<file path="config.mk">
export PLATFORM = sky130hd
export DESIGN_NAME = rtc_time_counter
export DESIGN_NICKNAME = d
export VERILOG_FILES = /design/src/rtl/rtc_pkg.sv /design/src/rtl/rtc_bcd_counter.sv /design/src/rtl/rtc_time_counter.sv
export SDC_FILE = /design/constraint.sdc
export NUM_CORES = 1
export LEC_CHECK = 0
export CAP_MARGIN = 20
export CELL_PAD_IN_SITES_DETAIL_PLACEMENT = 0
export CELL_PAD_IN_SITES_GLOBAL_PLACEMENT = 1
export CORE_MARGIN = 10
export CORE_UTILIZATION = 45
export DETAILED_ROUTE_END_ITERATION = 6
export DONT_BUFFER_PORTS = 1
export GPL_TIMING_DRIVEN = 1
export PLACE_DENSITY_LB_ADDON = 0.05
export SLEW_MARGIN = 20
export SYNTH_ARGS = -nofsm -noshare
export SYNTH_HDL_FRONTEND = slang
export SYNTH_SLANG_ARGS = --single-unit
</file>
<file path="constraint.sdc">
create_clock -name i_clk -period 5.5 [get_ports i_clk]
set_input_delay 0.275 -clock i_clk [delete_from_list [all_inputs] [get_ports i_clk]]
set_output_delay 0.275 -clock i_clk [all_outputs]
set_load 0.02 [all_outputs]
</file>
<file path="src/rtl/rtc_pkg.sv">
// rtc_pkg: BCD limits, set-handshake FSM states and BCD helpers shared by the RTC time counter
package rtc_pkg;
    localparam logic [7:0] SEC_MAX  = 8'h59;
    localparam logic [7:0] HR24_MAX = 8'h23;
    localparam logic [7:0] HR12_MAX = 8'h12;
    typedef enum logic [1:0] {RUN, CHECK, LOAD, ERR} state_t;
    function automatic logic [7:0] bcd_inc(input logic [7:0] v);
        return (v[3:0] == 4'h9) ? {v[7:4] + 4'h1, 4'h0} : {v[7:4], v[3:0] + 4'h1};
    endfunction
    function automatic logic bcd_in(input logic [7:0] v, input logic [7:0] lo, input logic [7:0] hi);
        return (v[7:4] <= 4'h9) && (v[3:0] <= 4'h9) && (v >= lo) && (v <= hi);
    endfunction
endpackage

</file>
<file path="src/rtl/rtc_bcd_counter.sv">
// rtc_bcd_counter: one BCD time field that wraps MAX_BCD -> MIN_BCD, with a parallel load
module rtc_bcd_counter
    import rtc_pkg::*;
#(
    parameter logic [7:0] MAX_BCD = SEC_MAX,
    parameter logic [7:0] MIN_BCD = 8'h00,
    parameter logic [7:0] RST_BCD = MIN_BCD
) (
    input  logic       i_clk,
    input  logic       rst,
    input  logic       inc,
    input  logic       load,
    input  logic [7:0] load_val,
    output logic [7:0] bcd,
    output logic       carry
);
    assign carry = inc & (bcd == MAX_BCD);
    always_ff @(posedge i_clk or posedge rst)
        if (rst) bcd <= RST_BCD;
        else if (load) bcd <= load_val;
        else if (inc) bcd <= carry ? MIN_BCD : bcd_inc(bcd);
endmodule

</file>
<file path="src/rtl/rtc_time_counter.sv">
// rtc_time_counter: BCD hh:mm:ss clock stepped by the 1 Hz divider level, with validated set; RTC_ALARM_EN adds an hh:mm alarm
module rtc_time_counter
    import rtc_pkg::*;
#(
    parameter bit FMT_24H   = 1'b1,
    parameter bit TICK_EDGE = 1'b1
) (
    input  logic       i_clk,
    input  logic       rst,
    input  logic       i_tick,
    input  logic       i_set_valid,
    input  logic [7:0] i_set_hh,
    input  logic [7:0] i_set_mm,
    input  logic [7:0] i_set_ss,
    input  logic       i_set_pm,
    output logic       o_set_ready,
    output logic       o_set_err,
    output logic [7:0] o_hh,
    output logic [7:0] o_mm,
    output logic [7:0] o_ss,
    output logic       o_pm,
    output logic       o_sec_pulse,
    output logic       o_min_pulse
`ifdef RTC_ALARM_EN
    ,
    input  logic [7:0] i_alm_hh,
    input  logic [7:0] i_alm_mm,
    input  logic       i_alm_arm,
    input  logic       i_alm_clr,
    output logic       o_alarm
`endif
);
    localparam logic [7:0] HR_MIN = FMT_24H ? 8'h00 : 8'h01;
    localparam logic [7:0] HR_MAX = FMT_24H ? HR24_MAX : HR12_MAX;
    localparam logic [7:0] HR_RST = FMT_24H ? 8'h00 : HR12_MAX;

    state_t     state, state_nxt;
    logic       tick_d, tick_ev, sec_inc, load, set_ok;
    logic       ss_carry, mm_carry, unused_day_wrap;
    logic [7:0] set_hh, set_mm, set_ss;
    logic       set_pm;

    assign tick_ev = TICK_EDGE ? (i_tick & ~tick_d) : (~i_tick & tick_d);
    // an accepted set request swallows a tick arriving in the same cycle
    assign sec_inc = tick_ev & o_set_ready & ~i_set_valid;
    assign set_ok  = bcd_in(set_ss, 8'h00, SEC_MAX) && bcd_in(set_mm, 8'h00, SEC_MAX)
                  && bcd_in(set_hh, HR_MIN, HR_MAX);

    always_comb begin
        state_nxt   = state;
        o_set_ready = 1'b0;
        o_set_err   = 1'b0;
        load        = 1'b0;
        case (state)
            RUN: begin
                o_set_ready = 1'b1;
                state_nxt   = i_set_valid ? CHECK : RUN;
            end
            CHECK: state_nxt = set_ok ? LOAD : ERR;
            LOAD: begin
                load      = 1'b1;
                state_nxt = RUN;
            end
            default: begin
                o_set_err = 1'b1;
                state_nxt = RUN;
            end
        endcase
    end

    always_ff @(posedge i_clk or posedge rst)
        if (rst) state <= RUN;
        else state <= state_nxt;

    always_ff @(posedge i_clk or posedge rst)
        if (rst) begin
            tick_d      <= 1'b0;
            o_sec_pulse <= 1'b0;
            o_min_pulse <= 1'b0;
            o_pm        <= 1'b0;
            set_hh      <= 8'h00;
            set_mm      <= 8'h00;
            set_ss      <= 8'h00;
            set_pm      <= 1'b0;
        end else begin
            tick_d      <= i_tick;
            o_sec_pulse <= sec_inc;
            o_min_pulse <= ss_carry;
            o_pm        <= !FMT_24H && (load ? set_pm : o_pm ^ (mm_carry && o_hh == 8'h11));
            if (i_set_valid && o_set_ready) begin
                set_hh <= i_set_hh;
                set_mm <= i_set_mm;
                set_ss <= i_set_ss;
                set_pm <= i_set_pm;
            end
        end

    rtc_bcd_counter #(.MAX_BCD(SEC_MAX)) u_ss (
        .i_clk, .rst, .inc(sec_inc), .load, .load_val(set_ss), .bcd(o_ss), .carry(ss_carry)
    );
    rtc_bcd_counter #(.MAX_BCD(SEC_MAX)) u_mm (
        .i_clk, .rst, .inc(ss_carry), .load, .load_val(set_mm), .bcd(o_mm), .carry(mm_carry)
    );
    rtc_bcd_counter #(.MAX_BCD(HR_MAX), .MIN_BCD(HR_MIN), .RST_BCD(HR_RST)) u_hh (
        .i_clk, .rst, .inc(mm_carry), .load, .load_val(set_hh), .bcd(o_hh), .carry(unused_day_wrap)
    );

`ifdef RTC_ALARM_EN
    logic [7:0] alm_mm_nxt, alm_hh_nxt;
    assign alm_mm_nxt = mm_carry ? 8'h00 : bcd_inc(o_mm);
    assign alm_hh_nxt = !mm_carry ? o_hh : (o_hh == HR_MAX) ? HR_MIN : bcd_inc(o_hh);
    always_ff @(posedge i_clk or posedge rst)
        if (rst) o_alarm <= 1'b0;
        else o_alarm <= ~i_alm_clr & (o_alarm | (ss_carry & i_alm_arm
                         & (alm_hh_nxt == i_alm_hh) & (alm_mm_nxt == i_alm_mm)));
`endif
endmodule

</file>
* Yosys cells after proc, flatten, opt, wreduce, memory -nomap -nowiden
Index checks and enable logic that the tools add are counted.
** Word-level totals
- Register bits :: 53
- Input port bits :: 29
- Output and inout bits :: 29
- Word-level logic and storage cells :: 88
** Cells by class
- Add/sub/neg operators :: 6
- Order comparisons :: 12
- Eq/ne operators :: 8
- Multiplexer cells :: 18
- Bitwise gates (word level) :: 8
- Reductions and logical operators :: 23
** Operator list (count)
- $mux 8 :: 12
- $add 4x1->4 const B :: 6
- $ge 8x1->1 const B :: 3
- $le 4x4->1 const B :: 6
- $eq 8x7->1 const B :: 2
- $le 8x7->1 const B :: 2
- $eq 4x4->1 const B :: 3
- $logic_and 1x1->1 :: 12
- $reduce_bool 3->1 :: 3
- $eq 8x6->1 const B :: 1
- $le 8x6->1 const B :: 1
- $and 1x1->1 :: 6
- $reduce_and 2->1 :: 3
- $reduce_bool 2->1 :: 3
- $mux 1 :: 5
- $pmux 2 s2 :: 1
- $reduce_or 3->1 :: 1
- $eq 2x1->1 const B :: 1
- $eq 2x2->1 const B :: 1
- $logic_not 2->1 :: 1
- $not 1->1 :: 2

* Depth between registers and ports, before layout
- Depth after elaboration :: 10
- Depth in mapped cells :: 8
- Depth with buffers taken out :: 6

* Hierarchy
From an unflattened synthesis, not the netlist that was laid out.
** Second synthesis, totals
- Cell total of the unflattened synthesis :: 260
- Area total of the unflattened synthesis :: 2984.1 µm²
** Modules (own cells, without submodules)
- rtc_time_counter :: times used 1, cells an instance 77, area each 1251.2 µm², seq. area each 725.7 µm²
- rtc_bcd_counter at u_mm ... :: times used 2, cells an instance 62, area each 598.1 µm², seq. area each 200.2 µm²
- rtc_bcd_counter at u_hh :: times used 1, cells an instance 59, area each 536.8 µm², seq. area each 200.2 µm²

* Worst setup path after synthesis
Ideal clock, no wire load.
- Path kind :: reg-to-reg
- Start :: reg u_ss.bcd[4]
- End :: reg u_hh.bcd[7]
- Setup time :: 0.126 ns
- Arrival :: 1.890 ns
- Data required time :: 5.374 ns
- Setup slack :: 3.484 ns
- Stages on the path, launching flop included :: 8
- Buffers on the path :: 2
- Clock period less this slack :: 2.016 ns
- Cells stage by stage :: dfrtp_1 > ha_1 > and3b_1 > buf_2 > nand3_1 > clkbuf_1 > o311a_1 > a221o_1
** On the way
- Cells in the longest elaborated chain, start to end :: 7
- Elaborated cells on any way between the ends :: 10
- Those cells by class :: eq/ne: 1; mux: 3; bitwise: 3; reduce/logical: 3
** RTL lines
- from (decl) :: RTL line rtc_bcd_counter.sv:14 : output logic [7:0] bcd,
- from (signal assigned) :: RTL line rtc_bcd_counter.sv:20 : else if (load) bcd <= load_val;
- from (signal assigned) :: RTL line rtc_bcd_counter.sv:21 : else if (inc) bcd <= carry ? MIN_BCD : bcd_inc(bcd);
- $eq 8x7->1 * :: RTL line rtc_bcd_counter.sv:17 : assign carry = inc & (bcd == MAX_BCD);
- $and 1x1->1 * (2 in a row) :: RTL line rtc_bcd_counter.sv:17
- $and 1x1->1 :: RTL line rtc_bcd_counter.sv:17
- $mux 8 (2 in a row) :: RTL line rtc_bcd_counter.sv:21
- $mux 8 :: RTL line rtc_bcd_counter.sv:20
- to (signal assigned) :: RTL line rtc_bcd_counter.sv:20
- to (signal assigned) :: RTL line rtc_bcd_counter.sv:21
- to (decl) :: RTL line rtc_bcd_counter.sv:14
Every way passes the cells marked *; elsewhere a longest branch is shown, timed or not. The select of a mux whose other input is x is not followed.
A chain may end at the register's enable or synchronous reset.

* Final worst setup path
- Start :: reg u_ss.bcd[4]
- End :: reg u_hh.bcd[3]
Same word-level chain as after synthesis.

==> impl_results.md <==
- Post-Syn Area: 2820 um2
- Post-synth top area share: 47.1%
- Final hold violations: 0
- Top achievable clock speed: 400 MHz
- CTS sink cnt: 53
- Fraction of synthesized area in multiplexers: 11.1%
- Pre-CTS setup slack: 3.03 ns
- Clock Pin Slew Worst Setup and Hold Paths: 0.09 ns
- Detailed Route Iter0 Violations: 135
- Finished Cell Area: 2990 um2
- Post-synthesis register bit count: 53
- CP Class: reg -> reg
- GRT Total Usage: 13.4%
- Initial antenna violation count: 0
- CTS H-tree depth: 2
- Req. time, crit path: 5.73 ns
- Commonest non-fill, non-tap cell in the layout: dfrtp_1
- Clk_skew: 0.00693 ns
- Post-synth EDFFs: 0
- Final slew viol count: 0
- Minimum clock period: 2.50 ns
- Die boundary height: 99.1 um
- Cell variety after synth: 49
- Root buf cell: clkbuf_8
- Crit path DAT: 2.73 ns
- Layout cell share with drive strength beyond 1: 7.66%
- # diodes: 0
- Row count: 28
- Area delta synth->final: 6.17%
- Gr busiest metal: met2
- Clock buffer depth: 2
- Vias per cell: 6.00
- Core Box Area: 5990 um2
- DRC violation count after routing: 0
- Status: complete, no violations
- Synth warn: 0
- Reg2Reg Capture Point: u_hh.bcd[3]
- GR Util met1: 16.8%
- Synth Area in Simple Gates: 20.9%
- Power Density: 574 nW/um2
- Initial Util: 47.0%
- Fill cells: 563
- CTS tree: built
- Synthesized instance count: 262
- Post-Synth Adder-Cell Area: 5.33%
- Max_cap viols: 0
- R2R setup slack: 3.00 ns
- Ys async rst share: 100%
- XOR/XNOR share of the synthesized area: 0%
- Hold Slack: 0.0182 ns
- Critical R2R Launch: u_ss.bcd[4]
- Pre-antenna DRT Iters: 4
- Largest family of logic cells by synthesized area: simple AND/OR/NAND/NOR gates
- ANT nets after route: 0
- Grt met2 use: 21.2%
- Post-synth top flop: dfrtp_1
- P_leak: 1.27 nW
- RSZ-0062 raised after global routing: false
- Fin worst setup slack: 3.00 ns
- Post-synthesis sequential area ratio: 47.1%
- Synth Area in Compound Gates: 12.1%
- Final setup fails: 0
- CP Capture Type: flop
- Number of global-route vias before repair: 2051
- CP Max Fanout: 12
- Hold WC Path Type: in -> async
- GR Util met3: 5.19%
- Total grt overflow: 0
- Dpl hpwl: 4.88 mm
- Gpl congestion: 0.794
- Clk Latency, worst-skew pair: 0.31 ns
- Synthesized net count: 303
- Die area: 9830 um2
- Power Total: 1.72 mW
- Placed cell area: 2880 um2
- Final wirelength: 6.67 mm
- Worst slew pin tran: 0.689 ns
- Setup_tns: 0 ns
- R2R depth: 5
- VDD IR-drop max: 0.295 mV
- Post-CTS sizing: 0
- Area leader, netlist: dfrtp_1
- Fin crit share: 45.4%
- I/O pin cnt: 58
- Post-synthesis average cell area: 10.8 um2
- CTS buffer count: 5
- Nets@finish: 301
- Commonest cells after routing, fill and taps aside: dfrtp_1 (53), mux2_1 (25), nor2_1 (23), a31oi_1 (14), ha_1 (12)
- Global-route wire length before repair: 10.8 mm
- Largest cells by area after synthesis: dfrtp_1 (47%), mux2_1 (10%), ha_1 (5.3%)
- Routed length per placed instance: 19.9 um
- Postcts setup bufs: 0
- Die W: 99.1 um
- Slew headroom: 54.1%
- Maximum number of pins on one net before global-route repair: 54
- Buffers on Ports: 0
- Via total after detailed routing: 2016
- # hold bufs at CTS: 1
- Crit start category: flop
-- sequential cells by signal, summed over array words and instances (netlist names) --
register     cells
set_ss           8
u_hh.bcd         8
set_mm           8
o_sec_pulse      1
set_hh           8
u_ss.bcd         8
tick_d           1
o_min_pulse      1
state            2
u_mm.bcd         8
-- layout make-up --
type	count	area, um2	share of cell area, %
multi-input combinational	186	1400	46.7
sequential	53	1330	44.3
clock buffer	7	96.3	3.22
tap	75	93.8	3.14
timing repair buffer	5	40.0	1.34
inverter	9	33.8	1.13
clock inverter	1	5.00	0.167
-- worst max-delay path, stage by stage, from the launching register on --
cell and delay [ns]:
dfrtp_1 0.55, ha_1 0.21, and3b_1 0.41, nand3_1 0.46
or4_1 0.63, a31oi_1 0.16
-- power by group --
group / internal [mW] / total [mW] / switching, mW
registers: 0.572 / 0.908 / 0.336
clock network: 0.114 / 0.245 / 0.130
logic: 0.274 / 0.564 / 0.290
-- worst max-delay path by stage --
stage	startpoint	endpoint	slack [ns]
floorplan	u_ss.bcd[4]	u_hh.bcd[7]	3.48
global placement	u_ss.bcd[4]	u_hh.bcd[7]	3.04
detailed placement	u_ss.bcd[4]	u_hh.bcd[3]	3.03
CTS	u_ss.bcd[4]	u_hh.bcd[3]	3.00
global route	u_ss.bcd[4]	u_hh.bcd[3]	2.84
finish	u_ss.bcd[4]	u_hh.bcd[3]	3.00
-- Yosys cell counts (2+ instances only) --
cell and number:
dfrtp_1 53, mux2_1 25, nor2_1 23, a31oi_1 14, ha_1 12, nand2_1 11, inv_1 9, nand3_1 9
a221o_1 7, clkbuf_1 7, o21ai_1 6, or3_1 6, and2_1 5, and3_1 5, nand4_1 5, nor2b_1 5
and3b_1 4, buf_2 4, o21ai_0 4, o31ai_1 4, a21oi_1 3, a22oi_1 3, nand3b_1 3, buf_1 2
mux2i_1 2, nand4b_1 2, nor3_1 2, nor3b_1 2, nor4_1 2, o22ai_1 2, o311a_1 2, or4_1 2
-- routing by layer --
layer | up-vias | wire length (um)
met5 | - | 0
met4 | 0 | 58
met3 | 7 | 488
met2 | 52 | 3080
met1 | 994 | 3040
li1 | 963 | -
-- cell families after synthesis --
family	Yosys count
fa+ha+maj	12
flops	53
mux	28
buf+inv	23
simple gates	96
other cells	1
compound gates	49
-- metrics by stage --
stage / utilization [%] / std cells
after floorplan: - / 262
final: 49.9 / 336
after global routing: 49.9 / 336
after CTS: 49.9 / 336
after global placement: 48.1 / 327
after detailed placement: 48.1 / 327
Note: power is estimated with default switching activity, not from simulation.
